--- src/rtl/pop_counter_seq.sv ---
// Sequential popcount: counts CHUNK bits of an accepted word per cycle and
// optionally accumulates the result into a saturating, clearable total.
module pop_counter_seq #(
    parameter int WIDTH = 8,
    parameter int CHUNK = 2,
    parameter int ACC_W = 16
) (
    input  logic                             clk,
    input  logic                             rst_n,
    input  logic                             in_valid,
    output logic                             in_ready,
    input  logic [WIDTH-1:0]                 in_data,
    input  logic                             accum_en,
    input  logic                             clear,
    output logic                             out_valid,
    input  logic                             out_ready,
    output logic [$clog2(WIDTH+1)-1:0]       out_count,
    output logic [ACC_W-1:0]                 out_total,
    output logic                             out_sat,
    output logic                             busy
);
    localparam int CW = $clog2(WIDTH+1);
    localparam int N  = WIDTH / CHUNK;
    localparam int SW = $clog2(N+1);

    typedef enum logic [1:0] {IDLE, COUNT, DONE} state_t;

    state_t           state;
    logic [WIDTH-1:0] shift;
    logic [CW-1:0]    count;
    logic [CW-1:0]    count_next;
    logic [SW-1:0]    step;
    logic             acc_mode;
    logic [ACC_W-1:0] total;
    logic             sat;
    logic [ACC_W:0]   sum_sat;

    function automatic logic [CW-1:0] chunk_pop(input logic [CHUNK-1:0] bits);
        logic [CW-1:0] n;
        n = '0;
        for (int i = 0; i < CHUNK; i++) begin
            n = n + CW'(bits[i]);
        end
        return n;
    endfunction

    // Returns {overflowed, clamped sum}; clamps to all-ones on overflow.
    function automatic logic [ACC_W:0] sat_add(input logic [ACC_W-1:0] a,
                                               input logic [CW-1:0] b);
        logic [ACC_W:0] s;
        s = {1'b0, a} + (ACC_W+1)'(b);
        if (s[ACC_W]) begin
            return {1'b1, {ACC_W{1'b1}}};
        end
        return s;
    endfunction

    always_comb begin
        count_next = count + chunk_pop(shift[CHUNK-1:0]);
        sum_sat    = sat_add(total, count_next);
    end

    assign in_ready  = (state == IDLE);
    assign out_valid = (state == DONE);
    assign busy      = (state != IDLE);
    assign out_total = total;
    assign out_sat   = sat;

    always_ff @(posedge clk or negedge rst_n) begin
        if (!rst_n) begin
            state     <= IDLE;
            shift     <= '0;
            count     <= '0;
            step      <= '0;
            acc_mode  <= 1'b0;
            total     <= '0;
            sat       <= 1'b0;
            out_count <= '0;
        end else begin
            case (state)
                IDLE: begin
                    if (in_valid) begin
                        shift    <= in_data;
                        acc_mode <= accum_en;
                        count    <= '0;
                        step     <= '0;
                        state    <= COUNT;
                    end
                end
                COUNT: begin
                    count <= count_next;
                    shift <= shift >> CHUNK;
                    step  <= step + 1'b1;
                    // Last chunk: publish the count and fold it into the total.
                    if (step == SW'(N-1)) begin
                        state     <= DONE;
                        out_count <= count_next;
                        if (acc_mode) begin
                            total <= sum_sat[ACC_W-1:0];
                            if (sum_sat[ACC_W]) sat <= 1'b1;
                        end else begin
                            total <= ACC_W'(count_next);
                        end
                    end
                end
                DONE: begin
                    if (out_ready) state <= IDLE;
                end
                default: state <= IDLE;
            endcase
            // Clear wins over a simultaneous DONE-entry update.
            if (clear) begin
                total <= '0;
                sat   <= 1'b0;
            end
        end
    end
endmodule

--- config.mk ---
export PLATFORM = sky130hd
export DESIGN_NAME = pop_counter_seq
export DESIGN_NICKNAME = d
export VERILOG_FILES = /design/src/rtl/pop_counter_seq.sv
export SDC_FILE = /design/constraint.sdc
export NUM_CORES = 1
export LEC_CHECK = 0
export BUFFER_PORTS_ARGS = -buffer_cell sky130_fd_sc_hd__buf_2
export CAP_MARGIN = 30
export CORE_ASPECT_RATIO = 0.75
export CORE_MARGIN = 2
export CORE_UTILIZATION = 30
export CTS_BUF_LIST = sky130_fd_sc_hd__clkbuf_4 sky130_fd_sc_hd__clkbuf_8
export DETAILED_ROUTE_END_ITERATION = 8
export PLACE_DENSITY = 0.45
export SLEW_MARGIN = 20
export SYNTH_ARGS = -nofsm -noshare
export SYNTH_HDL_FRONTEND = slang
export SYNTH_SLANG_ARGS = --single-unit
export TNS_END_PERCENT = 50
--- constraint.sdc ---
create_clock -name clk -period 6.89 [get_ports clk]
set_input_delay 0.3445 -clock clk [delete_from_list [all_inputs] [get_ports clk]]
set_output_delay 0.3445 -clock clk [all_outputs]
set_load 0.05 [all_outputs]
==> results.sh, run 1 <==
export IMPL_synth_seq_cells=39
export IMPL_synth_nets=256
export IMPL_max_vdd_ir_drop_mv=0.111
export IMPL_area_growth_pct=16.6
export IMPL_grt_util_all_layers=0.147
export IMPL_fin_tns_setup_ns=0
export IMPL_timing_rr_start="shift[0]"
export IMPL_critPathKind="flop to flop"
export IMPL_die_h_microns=78.5
export IMPL_cts_tree="yes"
export IMPL_grt_max_degree=40
export IMPL_route_met3_wl_microns=195
export IMPL_async_reset_ff_frac=1.00
export IMPL_synthTopCellsByCount="dfrtp_1 (39), o21ai_0 (23), nand2_1 (22)"
export IMPL_worstSetupEndpointType="flop"
export IMPL_worstMarginPinSlew_ns=0.892
export IMPL_max_cap_violations=0
export IMPL_grt_pass1_wl_mm=9.20
export IMPL_clkTransAtPathRegs_ns=0.08
export IMPL_p_per_area_nw_per_um2=337
export IMPL_grt_antenna_before_repair=0
export IMPL_clk_latency_ns=0.29
export IMPL_dpl_hpwl_mm=3.79
export IMPL_fill_cells=762
export IMPL_cp_arrival_ns=3.30
export IMPL_dieArea_sq_um=8100
export IMPL_hold_violations=0
export IMPL_fin_hold_ws_ns=0.0206
export IMPL_p_leak_uw=0.00125
export IMPL_cts_resized=0
export IMPL_drt_pass1_iterations=7
export IMPL_slowest_delay_ns=0.69
export IMPL_drcViolationCount=0
export IMPL_core_area_sq_um=7260
export IMPL_die_x_microns=103
export IMPL_vias=1825
export IMPL_dr_max_layer_used="met4"
export IMPL_cts_num_sinks=39
export IMPL_start_util=0.305
export IMPL_maxClockFrequency_mhz=318
export IMPL_grt_pass1_vias=1746
export IMPL_min_period_over_period=0.456
export IMPL_gp_congestion=0.743
export IMPL_ctsHtreeMaxLevel=2
export IMPL_cts_hold_buf=0
export IMPL_worst_path_buf_inv=1
export IMPL_drtIter0Drc=107
export IMPL_postCtsSetupRepairBufs=0
export IMPL_num_rows=27
export IMPL_max_slew_margin=0.405
export IMPL_slew_viol_final=0
export IMPL_cp_start_kind="flop"
export IMPL_diodes=0
export IMPL_ys_warn_count=0
export IMPL_crit_start="shift[0]"
export IMPL_finalClockSkew_ns=0.00522
export IMPL_placed_area_sq_um=2470
export IMPL_synth_area_leaders="dfrtp_1 (44%), o21ai_0 (5.2%), ha_1 (4.0%), nand2_1 (3.7%), a21oi_1 (3.4%)"
export IMPL_clockRootBuffer="clkbuf_8"
export IMPL_status="completed"
export IMPL_rsz0062_at_grt="false"
export IMPL_port_buffers=37
export IMPL_min_delay_path_class="input port to asynchronous set/reset pin"
export IMPL_ys_types=46
export IMPL_ios=38
export IMPL_yosysMostFrequentCell="dfrtp_1"
export IMPL_synthFlopType="dfrtp_1"
export IMPL_period_needed_ns=3.14
export IMPL_final_area_sq_um=2590
export IMPL_synth_top_area_share=0.440
export IMPL_wl_per_cell_microns=14.8
export IMPL_setup_viol_count_final=0
export IMPL_antenna_left=0
export IMPL_cp_required_ns=7.05
export IMPL_syn_area_per_cell_sq_um=9.52
export IMPL_synth_edf_count=0
export IMPL_syn_area_sq_um=2220
export IMPL_yosys_area_top_type="dfrtp_1"
export IMPL_cpLargestDelayFamily="compound AO/OA/AOI/OAI gates"
export IMPL_routed_wirelength_mm=5.47
export IMPL_cts_buffer_depth=2
export IMPL_crit_chain="fa_1 -> nand3_1 -> xor2_1 -> inv_1 -> ha_1 -> a21oi_1 -> o22ai_1 -> a31oi_1 -> o21ai_0 -> o311ai_1"
export IMPL_routed_via_density=4.93
export IMPL_critPathMaxFanout=11
export IMPL_dr_wl_met2_mm=2.19
export IMPL_drive_gt1_frac=0.234
export IMPL_nNetsFinal=291
export IMPL_critPathSlowestCell="o22ai_1"
export IMPL_synth_seq_area_share=0.440
export IMPL_cts_buffers=5
export IMPL_synthCells=233
export IMPL_met1_length_mm=3.04
export IMPL_grt_remaining_overflow=0
[routing by layer]
| layer | track usage | up-vias |
|---|---|---|
| li1 | - | 911 |
| met1 | 0.243 | 885 |
| met2 | 0.184 | 25 |
| met3 | 0.0347 | 4 |
| met4 | 0.0355 | 0 |
| met5 | 0 | - |
[path summary, 6_finish.rpt]
kind / slack, ns / to / cells past startpoint
max: 3.75 / out_total[11] / 10
min: 0.02 / out_total[4] / 1
max reg2reg: 3.75 / out_total[11] / 10
min reg2reg: 0.48 / out_count[3] / 2
max in group asynchronous: 6.40 / shift[3] / 2
min in group clk: 0.24 / state[1] / 2
[area by class of cell]
cell class                 instances  area, sq um  area share
sequential                        39          976       0.377
clock buffer                       7         83.8      0.0324
timing repair buffer              38          213      0.0822
inverter                          13         48.8      0.0189
clock inverter                     1         5.00     0.00194
multi-input combinational        171         1130       0.438
tap                              101          126      0.0489
[power by group]
group          leakage [uW]  total, uW  internal, uW  switching [uW]
logic              0.000682        360           129             232
clock network     0.0000491        160          79.0            80.9
registers          0.000521        352           286            65.9
total               0.00125        873           494             379
[flip-flops by register name (all words and copies together) (netlist names)]
name,flops
state,2
out_total,16
acc_mode,1
shift,8
out_count,4
out_sat,1
count,4
step,3
[through the flow]
step | total power, uW | setup WS, ns | util | std cells
3_3_place_gp | 720 | 3.67 | 0.340 | 361
4_1_cts | 884 | 3.71 | 0.352 | 369
3_5_place_dp | 720 | 3.73 | 0.340 | 361
2_1_floorplan | 629 | 4.27 | - | 233
6_report | 873 | 3.75 | 0.356 | 370
5_1_grt | 946 | 3.38 | 0.356 | 370
[cells in the final DEF (no fill, tap or decap), drive strengths merged, types with 2 or more instances in the layout]
master | Yosys | routed
a21oi | 17 | 17
a22o | 3 | 3
nand3 | 9 | 9
nor2 | 8 | 8
fa | 2 | 2
o211ai | 3 | 3
buf | 6 | 38
a31oi | 4 | 4
a41oi | 2 | 2
nor2b | 10 | 10
o22ai | 2 | 2
mux2 | 4 | 4
nand2 | 25 | 25
mux2i | 2 | 2
o21ai | 33 | 33
and2 | 4 | 4
a22oi | 6 | 6
xor2 | 4 | 4
o311ai | 4 | 4
inv | 13 | 13
dfrtp | 39 | 39
o221ai | 2 | 2
clkbuf | 4 | 7
ha | 7 | 7
nand4 | 4 | 4
nor3 | 4 | 4
nand2b | 3 | 3
and3 | 2 | 2
[cells by family (layout without fill, tap and decap cells)]
family / after synthesis / after routing / synth area share
flip-flops: 39 / 39 / 0.440
buffers and inverters: 23 / 59 / 0.0485
AND/OR/NAND/NOR: 73 / 73 / 0.189
XOR/XNOR: 4 / 4 / 0.0158
multiplexers: 6 / 6 / 0.0293
AO/OA/AOI/OAI: 79 / 79 / 0.220
adder cells (fa/ha/maj): 9 / 9 / 0.0576
(Power assumes the default switching activity.)
==> run 2: changes to the inputs <==
==> constraint.sdc (replaced) <==
create_clock -name clk -period 3.2 [get_ports clk]
set_input_delay 0.16 -clock clk [delete_from_list [all_inputs] [get_ports clk]]
set_output_delay 0.16 -clock clk [all_outputs]
set_load 0.05 [all_outputs]
==> run 2 against run 1 <==
Effect of this change: worst hold slack gained 0.034 ns; non-clock buffer count grew 4; clock-buffer cell count shrank 1; largest power group unchanged; final area grew 1.2%; global-route usage shrank 0.41 points; utilization grew 0.43 points; final cell count grew 0.81%; critical path type unchanged.
==> results.sh, run 2 (synthesized netlist as in run 1, its figures left out) <==
export IMPL_grt_antenna_before_repair=0
export IMPL_cpLargestDelayFamily="adder cells"
export IMPL_period_needed_ns=2.87
export IMPL_drtIter0Drc=83
export IMPL_status="completed"
export IMPL_routed_via_density=4.91
export IMPL_p_leak_uw=0.00127
export IMPL_largest_reg_flops=16
export IMPL_critical_path_depth=9
export IMPL_clk_latency_ns=0.29
export IMPL_postCtsSetupRepairBufs=0
export IMPL_crit_chain="fa_1 -> ha_1 -> inv_1 -> fa_1 -> nand2b_1 -> a21oi_2 -> and2_4 -> nand2_4 -> o311ai_1"
export IMPL_max_vdd_ir_drop_mv=0.239
export IMPL_rr_endpoint="out_total[15]"
export IMPL_fin_hold_ws_ns=0.0546
export IMPL_cts_hold_buf=0
export IMPL_finalClockSkew_ns=0.00990
export IMPL_dieArea_sq_um=8100
export IMPL_grt_remaining_overflow=0
export IMPL_ios=38
export IMPL_cp_start_kind="flop"
export IMPL_core_area_sq_um=7260
export IMPL_cts_resized=0
export IMPL_timing_rr_start="shift[0]"
export IMPL_crit_start="shift[0]"
export IMPL_crit_top_cell="fa_1"
export IMPL_critPathKind="flop to flop"
export IMPL_routed_wirelength_mm=5.35
export IMPL_total_power_uw=1910
export IMPL_max_cap_violations=0
export IMPL_r2r_slack_ns=0.33
export IMPL_max_slew_margin=0.455
export IMPL_clockRootBuffer="clkbuf_8"
export IMPL_min_period_over_period=0.898
export IMPL_cp_required_ns=3.39
export IMPL_gp_congestion=0.750
export IMPL_num_rows=27
export IMPL_drive_gt1_frac=0.239
export IMPL_cts_num_sinks=39
export IMPL_grt_pass1_vias=1755
export IMPL_nNetsFinal=295
export IMPL_mostFrequentLayoutCells="dfrtp_1 (39), buf_2 (37), o21ai_0 (23)"
export IMPL_critPathMaxFanout=10
export IMPL_setup_viol_count_final=0
export IMPL_hold_violations=0
export IMPL_worstSetupEndpointType="flop"
export IMPL_min_delay_path_class="input port to flop"
export IMPL_port_buffers=37
export IMPL_ff2ff_path_depth=9
export IMPL_clkTransAtPathRegs_ns=0.08
export IMPL_final_common_cell="dfrtp_1"
export IMPL_p_per_area_nw_per_um2=729
export IMPL_drcViolationCount=0
export IMPL_grt_max_degree=40
export IMPL_ctsHtreeMaxLevel=2
export IMPL_worstMarginPinSlew_ns=0.817
export IMPL_crit_end="out_total[15]"
export IMPL_die_h_microns=78.5
export IMPL_vias=1831
export IMPL_drt_pass1_iterations=4
export IMPL_dpl_hpwl_mm=3.73
export IMPL_cts_buffer_depth=2
export IMPL_die_x_microns=103
export IMPL_antenna_left=0
export IMPL_cts_buffers=5
export IMPL_slew_viol_final=0
export IMPL_cts_tree="yes"
export IMPL_slowest_delay_ns=0.45
export IMPL_cp_arrival_ns=3.06
export IMPL_start_util=0.305
export IMPL_grt_pass1_wl_mm=8.98
export IMPL_area_growth_pct=18.1
export IMPL_wl_per_cell_microns=14.3
export IMPL_fin_tns_setup_ns=0
export IMPL_diodes=0
export IMPL_critPathSlowestCell="fa_1"
export IMPL_rsz0062_at_grt="false"
export IMPL_worst_path_buf_inv=1
export IMPL_grt_util_all_layers=0.142
export IMPL_maxClockFrequency_mhz=348
==> run 2: worst min-delay path by stage <==
stage	from	end	slack, ns	cells past startpoint
after floorplan	rst_n	acc_mode	-0.14	0
after global placement	out_ready	state[1]	0.36	2
after detailed placement	out_ready	state[1]	0.36	2
after CTS	out_ready	state[1]	0.04	2
after global routing	out_ready	state[1]	0.06	2
final	out_ready	state[1]	0.05	2
==> run 2: final cells by class <==
type	count	area, sq um
tap	101	126
sequential	39	976
inverter	13	48.8
clock inverter	1	5.00
clock buffer	6	82.6
multi-input combinational	171	1130
fill	754	4650
timing repair buffer	42	245
==> run 2: through the flow <==
stage	std cells	utilization	setup slack [ns]	instance area (sq um)
finish	373	0.360	0.328	2620
global route	373	0.360	0.149	2620
CTS	371	0.355	0.301	2580
detailed placement	364	0.343	0.330	2490
global placement	364	0.343	0.395	2490
floorplan	233	-	0.577	2220
==> run 2: routing by layer <==
metal | share of wire | wire length (microns) | global-route usage | up-vias
met3 | 0.038 | 202 | 0.0347 | 4
met1 | 0.54 | 2890 | 0.227 | 876
met5 | 0 | 0 | 0 | -
met2 | 0.41 | 2200 | 0.184 | 33
li1 | - | - | - | 918
met4 | 0.010 | 56 | 0.0421 | 0
==> run 2: power by group <==
part           switching [uW]  internal (uW)
clock network             183            170
logic                     501            294
registers                 144            616
total                     828           1080
